==> src/rtl/edge_scan_engine_pkg.sv <==
`default_nettype none
// ============================================================================
//  Module      : edge_scan_pkg
//  Description : Shared types and constants for the edge scan engine.
//  Revision    : 1.0 - initial release
// ============================================================================
package edge_scan_pkg;

    localparam int COORD_W_DEF  = 10;
    localparam int STRIDE_W_DEF = 4;

    typedef logic [COORD_W_DEF-1:0] coord_t;

    typedef enum logic [1:0] {
        UP    = 2'b00,
        DOWN  = 2'b01,
        LEFT  = 2'b10,
        RIGHT = 2'b11
    } dir_e;

    typedef enum logic {
        FIRST = 1'b0,
        COUNT = 1'b1
    } mode_e;

    typedef enum logic [2:0] {
        S_IDLE   = 3'd0,
        S_LOAD   = 3'd1,
        S_REQ    = 3'd2,
        S_EVAL   = 3'd3,
        S_FINISH = 3'd4
    } state_e;

    // UP/DOWN walk along rows (x is the fast axis); LEFT/RIGHT walk columns.
    function automatic logic is_row_major(input dir_e d);
        return (d == UP) || (d == DOWN);
    endfunction

endpackage
`default_nettype wire

==> src/rtl/edge_scan_engine_if.sv <==
`default_nettype none
// ============================================================================
//  Module      : edge_scan_engine_if
//  Description : Control, result and pixel-cache signals of the scan engine.
//  Revision    : 1.0 - initial release
// ============================================================================
interface edge_scan_engine_if #(
    parameter int COORD_W  = 10,
    parameter int STRIDE_W = 4,
    parameter int CNT_W    = 2*COORD_W+1
) ();
    logic                start;
    logic                abort;
    logic [COORD_W-1:0]  win_x0;
    logic [COORD_W-1:0]  win_y0;
    logic [COORD_W-1:0]  win_x1;
    logic [COORD_W-1:0]  win_y1;
    logic [1:0]          direction;
    logic                mode;
    logic [STRIDE_W-1:0] stride;
    logic                busy;
    logic                done;
    logic                found;
    logic [COORD_W-1:0]  hit_x;
    logic [COORD_W-1:0]  hit_y;
    logic [CNT_W-1:0]    hit_count;
    logic [CNT_W-1:0]    visit_count;
    logic                bad_window;
    logic                aborted;
    logic                req;
    logic [COORD_W-1:0]  x;
    logic [COORD_W-1:0]  y;
    logic                px_ready;
    logic                pixel;

    // Controller / pixel-cache side
    modport master (
        output start, abort, win_x0, win_y0, win_x1, win_y1, direction, mode,
               stride, px_ready, pixel,
        input  busy, done, found, hit_x, hit_y, hit_count, visit_count,
               bad_window, aborted, req, x, y
    );

    // Scan engine side
    modport slave (
        input  start, abort, win_x0, win_y0, win_x1, win_y1, direction, mode,
               stride, px_ready, pixel,
        output busy, done, found, hit_x, hit_y, hit_count, visit_count,
               bad_window, aborted, req, x, y
    );
endinterface
`default_nettype wire

==> src/rtl/edge_scan_engine_scan_walker.sv <==
`default_nettype none
// ============================================================================
//  Module      : scan_walker
//  Description : Position counters for the window scan: origin load, stride
//                advance and detection of leaving the window.
//  Revision    : 1.0 - initial release
// ============================================================================
module scan_walker
    import edge_scan_pkg::*;
#(
    parameter int COORD_W  = COORD_W_DEF,
    parameter int STRIDE_W = STRIDE_W_DEF
) (
    input  logic                clk,
    input  logic                reset_n,
    input  logic                load_i,
    input  logic                step_i,
    input  logic [COORD_W-1:0]  x0_i,
    input  logic [COORD_W-1:0]  y0_i,
    input  logic [COORD_W-1:0]  x1_i,
    input  logic [COORD_W-1:0]  y1_i,
    input  dir_e                dir_i,
    input  logic [STRIDE_W-1:0] stride_i,
    output logic [COORD_W-1:0]  x_o,
    output logic [COORD_W-1:0]  y_o,
    output logic                leave_o
);
    // One spare bit so that 0-1 and max+stride land outside the window
    localparam int PW = COORD_W + 1;

    logic [PW-1:0] x_q, y_q, x_d, y_d;
    logic [PW-1:0] w_x0, w_y0, w_x1, w_y1, w_stride;
    logic [PW-1:0] w_x_org, w_y_org, w_x_adv, w_y_adv;

    assign w_x0     = {1'b0, x0_i};
    assign w_y0     = {1'b0, y0_i};
    assign w_x1     = {1'b0, x1_i};
    assign w_y1     = {1'b0, y1_i};
    assign w_stride = {{(PW-STRIDE_W){1'b0}}, stride_i};

    // Scan origin and next position along the fast / slow axes
    always_comb begin
        w_x_org = (dir_i == LEFT) ? w_x1 : w_x0;
        w_y_org = (dir_i == UP)   ? w_y1 : w_y0;
        w_x_adv = x_q + w_stride;
        w_y_adv = y_q + w_stride;
        x_d     = x_q;
        y_d     = y_q;
        if (is_row_major(dir_i)) begin
            if (w_x_adv > w_x1) begin
                x_d = w_x0;
                y_d = (dir_i == UP) ? (y_q - PW'(1)) : (y_q + PW'(1));
            end else begin
                x_d = w_x_adv;
            end
        end else begin
            if (w_y_adv > w_y1) begin
                y_d = w_y0;
                x_d = (dir_i == RIGHT) ? (x_q + PW'(1)) : (x_q - PW'(1));
            end else begin
                y_d = w_y_adv;
            end
        end
        leave_o = (x_d < w_x0) || (x_d > w_x1) || (y_d < w_y0) || (y_d > w_y1);
    end

    // Position register: origin on load, advance on step
    always_ff @(posedge clk or negedge reset_n) begin
        if (!reset_n) begin
            x_q <= '0;
            y_q <= '0;
        end else if (load_i) begin
            x_q <= w_x_org;
            y_q <= w_y_org;
        end else if (step_i) begin
            x_q <= x_d;
            y_q <= y_d;
        end
    end

    assign x_o = x_q[COORD_W-1:0];
    assign y_o = y_q[COORD_W-1:0];

endmodule
`default_nettype wire

==> src/rtl/edge_scan_engine.sv <==
`default_nettype none
// ============================================================================
//  Module      : edge_scan_engine
//  Description : Rectangular-window edge search; FIRST-hit or COUNT mode,
//                four scan directions, pixels read over a req/ready handshake.
//  Revision    : 1.0 - initial release
// ============================================================================
module edge_scan_engine
    import edge_scan_pkg::*;
#(
    parameter int COORD_W  = COORD_W_DEF,
    parameter int STRIDE_W = STRIDE_W_DEF,
    parameter int CNT_W    = 2*COORD_W+1
) (
    input  logic              clk,
    input  logic              reset_n,
    edge_scan_engine_if.slave bus
);
    state_e              state_q, state_d;
    logic [COORD_W-1:0]  x0_q, y0_q, x1_q, y1_q;
    dir_e                dir_q;
    mode_e               mode_q;
    logic [STRIDE_W-1:0] stride_q;
    logic                pix_q, found_q, bad_q, aborted_q;
    logic [COORD_W-1:0]  hit_x_q, hit_y_q;
    logic [CNT_W-1:0]    hit_cnt_q, vis_cnt_q;

    logic w_busy, w_done, w_req, w_load, w_step;
    logic w_accept, w_abort, w_bad, w_leave, w_stop;
    logic [COORD_W-1:0] w_x, w_y;

    assign w_accept = bus.start && ((state_q == S_IDLE) || (state_q == S_FINISH));
    assign w_abort  = bus.abort && w_busy;
    assign w_bad    = (x0_q > x1_q) || (y0_q > y1_q);
    assign w_stop   = ((mode_q == FIRST) && pix_q) || w_leave;

    // State register
    always_ff @(posedge clk or negedge reset_n) begin
        if (!reset_n) state_q <= S_IDLE;
        else          state_q <= state_d;
    end

    // Next-state logic; abort takes priority in every busy state
    always_comb begin
        state_d = state_q;
        case (state_q)
            S_IDLE, S_FINISH: if (bus.start) state_d = S_LOAD;
            S_LOAD:           state_d = (bus.abort || w_bad) ? S_FINISH : S_REQ;
            S_REQ: begin
                if (bus.abort)         state_d = S_FINISH;
                else if (bus.px_ready) state_d = S_EVAL;
            end
            S_EVAL:           state_d = (bus.abort || w_stop) ? S_FINISH : S_REQ;
            default:          state_d = S_IDLE;
        endcase
    end

    // State-decoded outputs and walker strobes
    always_comb begin
        w_busy = (state_q == S_LOAD) || (state_q == S_REQ) || (state_q == S_EVAL);
        w_done = (state_q == S_FINISH);
        w_req  = (state_q == S_REQ);
        w_load = (state_q == S_LOAD);
        w_step = (state_q == S_EVAL) && (state_d == S_REQ);
    end

    // Config latch, pixel capture and result accumulation
    always_ff @(posedge clk or negedge reset_n) begin
        if (!reset_n) begin
            x0_q <= '0; y0_q <= '0; x1_q <= '0; y1_q <= '0;
            dir_q <= UP; mode_q <= FIRST; stride_q <= '0;
            pix_q <= 1'b0; found_q <= 1'b0; bad_q <= 1'b0; aborted_q <= 1'b0;
            hit_x_q <= '0; hit_y_q <= '0; hit_cnt_q <= '0; vis_cnt_q <= '0;
        end else if (w_accept) begin
            x0_q      <= bus.win_x0;
            y0_q      <= bus.win_y0;
            x1_q      <= bus.win_x1;
            y1_q      <= bus.win_y1;
            dir_q     <= dir_e'(bus.direction);
            mode_q    <= mode_e'(bus.mode);
            stride_q  <= (bus.stride == '0) ? STRIDE_W'(1) : bus.stride;
            found_q   <= 1'b0;
            bad_q     <= 1'b0;
            aborted_q <= 1'b0;
            hit_x_q   <= '0;
            hit_y_q   <= '0;
            hit_cnt_q <= '0;
            vis_cnt_q <= '0;
        end else begin
            if (w_load)   bad_q     <= w_bad;
            if (w_abort)  aborted_q <= 1'b1;
            if (w_req && bus.px_ready) pix_q <= bus.pixel;
            // The pixel in EVAL has been read, so it is counted even on abort
            if (state_q == S_EVAL) begin
                vis_cnt_q <= vis_cnt_q + CNT_W'(1);
                if (pix_q) begin
                    hit_cnt_q <= hit_cnt_q + CNT_W'(1);
                    found_q   <= 1'b1;
                    if (!found_q) begin
                        hit_x_q <= w_x;
                        hit_y_q <= w_y;
                    end
                end
            end
        end
    end

    scan_walker #(
        .COORD_W  (COORD_W),
        .STRIDE_W (STRIDE_W)
    ) u_walker (
        .clk      (clk),
        .reset_n  (reset_n),
        .load_i   (w_load),
        .step_i   (w_step),
        .x0_i     (x0_q),
        .y0_i     (y0_q),
        .x1_i     (x1_q),
        .y1_i     (y1_q),
        .dir_i    (dir_q),
        .stride_i (stride_q),
        .x_o      (w_x),
        .y_o      (w_y),
        .leave_o  (w_leave)
    );

    assign bus.busy        = w_busy;
    assign bus.done        = w_done;
    assign bus.req         = w_req;
    assign bus.x           = w_x;
    assign bus.y           = w_y;
    assign bus.found       = found_q;
    assign bus.hit_x       = hit_x_q;
    assign bus.hit_y       = hit_y_q;
    assign bus.hit_count   = hit_cnt_q;
    assign bus.visit_count = vis_cnt_q;
    assign bus.bad_window  = bad_q;
    assign bus.aborted     = aborted_q;

endmodule
`default_nettype wire

==> src/flat_wrapper.sv <==
// flat-port wrapper written by rule: the top's interface ports become plain ports
module edge_scan_engine_flat import edge_scan_pkg::*;
#(
    parameter int COORD_W  = COORD_W_DEF,
    parameter int STRIDE_W = STRIDE_W_DEF,
    parameter int CNT_W    = 2*COORD_W+1
)
  (clk, reset_n, bus_start, bus_abort, bus_win_x0, bus_win_y0, bus_win_x1, bus_win_y1, bus_direction, bus_mode, bus_stride, bus_px_ready, bus_pixel, bus_busy, bus_done, bus_found, bus_hit_x, bus_hit_y, bus_hit_count, bus_visit_count, bus_bad_window, bus_aborted, bus_req, bus_x, bus_y);
  edge_scan_engine_if #(.COORD_W(COORD_W), .STRIDE_W(STRIDE_W), .CNT_W(CNT_W)) bus_i ();
  input  logic clk;
  input  logic reset_n;
  input wire logic [$bits(bus_i.start)-1:0] bus_start;
  input wire logic [$bits(bus_i.abort)-1:0] bus_abort;
  input wire logic [$bits(bus_i.win_x0)-1:0] bus_win_x0;
  input wire logic [$bits(bus_i.win_y0)-1:0] bus_win_y0;
  input wire logic [$bits(bus_i.win_x1)-1:0] bus_win_x1;
  input wire logic [$bits(bus_i.win_y1)-1:0] bus_win_y1;
  input wire logic [$bits(bus_i.direction)-1:0] bus_direction;
  input wire logic [$bits(bus_i.mode)-1:0] bus_mode;
  input wire logic [$bits(bus_i.stride)-1:0] bus_stride;
  input wire logic [$bits(bus_i.px_ready)-1:0] bus_px_ready;
  input wire logic [$bits(bus_i.pixel)-1:0] bus_pixel;
  output wire logic [$bits(bus_i.busy)-1:0] bus_busy;
  output wire logic [$bits(bus_i.done)-1:0] bus_done;
  output wire logic [$bits(bus_i.found)-1:0] bus_found;
  output wire logic [$bits(bus_i.hit_x)-1:0] bus_hit_x;
  output wire logic [$bits(bus_i.hit_y)-1:0] bus_hit_y;
  output wire logic [$bits(bus_i.hit_count)-1:0] bus_hit_count;
  output wire logic [$bits(bus_i.visit_count)-1:0] bus_visit_count;
  output wire logic [$bits(bus_i.bad_window)-1:0] bus_bad_window;
  output wire logic [$bits(bus_i.aborted)-1:0] bus_aborted;
  output wire logic [$bits(bus_i.req)-1:0] bus_req;
  output wire logic [$bits(bus_i.x)-1:0] bus_x;
  output wire logic [$bits(bus_i.y)-1:0] bus_y;
  assign bus_i.start = bus_start;
  assign bus_i.abort = bus_abort;
  assign bus_i.win_x0 = bus_win_x0;
  assign bus_i.win_y0 = bus_win_y0;
  assign bus_i.win_x1 = bus_win_x1;
  assign bus_i.win_y1 = bus_win_y1;
  assign bus_i.direction = bus_direction;
  assign bus_i.mode = bus_mode;
  assign bus_i.stride = bus_stride;
  assign bus_i.px_ready = bus_px_ready;
  assign bus_i.pixel = bus_pixel;
  assign bus_busy = bus_i.busy;
  assign bus_done = bus_i.done;
  assign bus_found = bus_i.found;
  assign bus_hit_x = bus_i.hit_x;
  assign bus_hit_y = bus_i.hit_y;
  assign bus_hit_count = bus_i.hit_count;
  assign bus_visit_count = bus_i.visit_count;
  assign bus_bad_window = bus_i.bad_window;
  assign bus_aborted = bus_i.aborted;
  assign bus_req = bus_i.req;
  assign bus_x = bus_i.x;
  assign bus_y = bus_i.y;
  edge_scan_engine #(.COORD_W(COORD_W), .STRIDE_W(STRIDE_W), .CNT_W(CNT_W)) u_core (.clk(clk), .reset_n(reset_n), .bus(bus_i));
endmodule
==> config.mk <==
export PLATFORM = sky130hd
export DESIGN_NAME = edge_scan_engine_flat
export DESIGN_NICKNAME = d
export VERILOG_FILES = /design/src/rtl/edge_scan_engine_pkg.sv /design/src/rtl/edge_scan_engine_if.sv /design/src/rtl/edge_scan_engine_scan_walker.sv /design/src/rtl/edge_scan_engine.sv /design/src/flat_wrapper.sv
export SDC_FILE = /design/constraint.sdc
export NUM_CORES = 1
export LEC_CHECK = 0
export ABC_AREA = 0
export CAP_MARGIN = 25
export CORE_ASPECT_RATIO = 0.9
export CORE_UTILIZATION = 45
export DETAILED_ROUTE_END_ITERATION = 10
export PLACE_DENSITY = 0.68
export SLEW_MARGIN = 0
export SYNTH_ARGS = -nofsm -noshare
export SYNTH_HDL_FRONTEND = slang
export SYNTH_SLANG_ARGS = --single-unit
export TNS_END_PERCENT = 10
==> constraint.sdc <==
create_clock -name clk -period 6.5 [get_ports clk]
set_input_delay 1.95 -clock clk [delete_from_list [all_inputs] [get_ports clk]]
set_output_delay 1.95 -clock clk [all_outputs]
set_load 0.1 [all_outputs]
==> flow_summary.json <==
{
  "r2r_end": "u_core.u_walker.x_q[7]$_DFFE_PN0P_",
  "reg2reg_slack_ns": 0.38,
  "netlist_area_um2": 9980,
  "syn_inst": 1170,
  "fmaxAchievable_mhz": 163,
  "finalSetupViolCount": 0,
  "synth_warnings": 0,
  "final_antenna_net_count": 0,
  "hold_ws_ns": 0.516,
  "slowest_stage": "fa_1",
  "grt_pass1_wl_um": 47000,
  "grt_pass1_vias": 8825,
  "arrival_ns": 6.42,
  "route.detailed.drc": 0,
  "avgSynthCellArea_um2": 8.53,
  "htreeDepth": 4,
  "worstSetupPathType": "reg2reg",
  "clock_latency_ns": 0.42,
  "diodes": 0,
  "coreArea_um2": 21700,
  "cts_tree": "built",
  "critPathCaptureType": "flop",
  "antenna_found_initial": 0,
  "synthFlopType": "dfrtp_1",
  "cts_root_buf": "clkbuf_16",
  "cts_sinks": 138,
  "overflow": 0,
  "synth-edff-count": 0,
  "post-route-period-util": 0.942,
  "initial_core_util": 0.460,
  "layout-drive-gt1-share": 0.0599,
  "hold_violations": 0,
  "post-synth-top-area-fraction": 0.346,
  "cts_hold_buf": 0,
  "cts_made_buffers": 17,
  "min_from": "u_core.bus.aborted$_DFFE_PN0P_",
  "vias": 9040,
  "gp_congestion": 0.978,
  "r2r_cells": 26,
  "cp_top_family": "compound AO/OA/AOI/OAI gates",
  "path_max_fanout": 11,
  "worst_pin_slew_ns": 1.03,
  "ys_ff_latch": 138,
  "std_cell_rows": 51,
  "area_delta_synth_final_pct": 23.0,
  "slowest_delay_ns": 0.42,
  "layout_commonest_cell": "nand2_1",
  "layout_common_cells": "nand2_1 (201), clkdlybuf4s50_1 (139), dfrtp_1 (137)",
  "hold_path_end": "u_core.bus.aborted$_DFFE_PN0P_",
  "viasPerCell": 5.67,
  "required_ns": 6.80,
  "slew_headroom": 0.311,
  "period_minus_slack_ns": 6.12,
  "drt_iter0_markers": 626,
  "clkTransAtPathRegs_ns": 0.06,
  "final_nets": 1453,
  "ys_seq_area_frac": 0.346,
  "route.detailed.wl_per_inst_um": 18.4,
  "clock_path_buffers": 2,
  "timing.rr.start": "u_core.stride_q[0]$_DFFE_PN0P_",
  "grt_usage": 0.261,
  "start_kind": "flop",
  "whs_path_depth": 1,
  "synth_nets": 1333,
  "fin_worst_skew_ns": 0.0132,
  "io_buffers": 140,
  "io-pin-count": 141,
  "crit_buf_inv": 3,
  "async_reset_ff_frac": 1.00,
  "status": "finished, final reports clean",
  "ys_types": 67,
  "worstHoldPathType": "reg2reg",
  "synth_area_leaders": "dfrtp_1 (35%), ha_1 (13%), nand2_1 (7.6%), o21ai_0 (4.9%), a21oi_1 (4.1%)",
  "grt_max_degree": 90,
  "final_max_slew_viol_count": 0,
  "cap_violations": 0,
  "synth.largest_area_cell": "dfrtp_1",
  "hpwl_um": 21700,
  "cp-startpoint": "u_core.stride_q[0]$_DFFE_PN0P_",
  "dieArea_um2": 22800,
  "die_h_um": 143,
  "firstDrtPassIters": 6,
  "die_w_um": 159,
  "drt_wl_total_um": 29300,
  "utilization": 0.566
}
-- how the worst max path moves through the flow --
stage | endpoint | slack (ns) | cells after the start
3_3_place_gp | u_core.u_walker.x_q[5]$_DFFE_PN0P_ | 0.29 | 26
4_1_cts | u_core.u_walker.y_q[2]$_DFFE_PN0P_ | 0.18 | 28
5_1_grt | u_core.u_walker.y_q[5]$_DFFE_PN0P_ | -0.02 | 28
6_report | u_core.u_walker.x_q[7]$_DFFE_PN0P_ | 0.38 | 26
3_5_place_dp | u_core.u_walker.x_q[5]$_DFFE_PN0P_ | 0.25 | 26
2_1_floorplan | u_core.u_walker.x_q[5]$_DFFE_PN0P_ | 0.71 | 26
-- per-layer routing --
layer,vias to the layer above,share of wire,GRT usage
met4,0,0.026,0.0865
met5,-,0,0
li1,4353,-,-
met1,4345,0.44,0.341
met2,281,0.48,0.445
met3,61,0.049,0.0407
-- metrics by stage --
step / cell area [um^2] / std cells / setup TNS, ns / setup slack, ns
4_1_cts: 12200 / 1594 / 0 / 0.183
3_3_place_gp: 11600 / 1562 / 0 / 0.293
5_1_grt: 12300 / 1594 / -0.0264 / -0.0209
2_1_floorplan: 9980 / 1170 / 0 / 0.715
3_5_place_dp: 11600 / 1562 / 0 / 0.253
6_report: 12300 / 1594 / 0 / 0.377
-- cells in the mapped netlist (all sizes together), types with 6 or more instances --
cell	count
nand4	21
nand3	25
nor3	14
and3	19
nand2b	8
xor2	42
a211o	6
xnor2	24
dfrtp	138
a21oi	82
a31oi	8
o21a	9
a211oi	17
nor2b	8
o211ai	9
nor2	78
a21o	23
o21bai	6
or3	6
clkbuf	36
o21ai	108
mux2i	27
nand2	201
ha	106
buf	30
inv	52
-- what timing repair did --
action | in CTS | in global routing
setup endpoints to repair | 0 | 24
setup buffers | 0 | 0
resized for setup | 0 | 10
-- registers in the layout, indices dropped and copies added (netlist names) --
register                count
u_core.y0_q                10
u_core.x1_q                10
u_core.dir_q                2
u_core.bus.found            1
u_core.y1_q                10
u_core.mode_q               1
u_core.x0_q                10
u_core.bus.bad_window       1
u_core.u_walker.x_q        11
u_core.pix_q                1
u_core.bus.hit_count       21
u_core.u_walker.y_q        11
u_core.bus.aborted          1
u_core.bus.hit_x           10
u_core.bus.visit_count     21
u_core.bus.hit_y           10
u_core.state_q              3
u_core.stride_q             4
-- kinds of logic (layout without fill, tap and decap cells) --
| family | Yosys count | in the layout | share of synthesized area |
|---|---|---|---|
| multiplexers | 28 | 28 | 0.0282 |
| adder cells (fa/ha/maj) | 110 | 110 | 0.141 |
| flip-flops | 138 | 138 | 0.346 |
| XOR/XNOR | 66 | 66 | 0.0579 |
| AO/OA/AOI/OAI | 307 | 307 | 0.190 |
| AND/OR/NAND/NOR | 402 | 402 | 0.182 |
| buffers and inverters | 119 | 252 | 0.0549 |
-- final cells by class --
| cell class | instances | area [um^2] |
|---|---|---|
| fillers | 2020 | 9410 |
| multi-input cells | 913 | 6010 |
| flip-flops and latches | 138 | 3450 |
| repair buffers | 167 | 1620 |
| clock buffers | 22 | 474 |
| well taps | 291 | 364 |
| inverters | 53 | 199 |
| clock inverters | 10 | 163 |
Power is not shown: default switching activity piles up to over one toggle a cycle in this logic, so the estimate is an artifact.
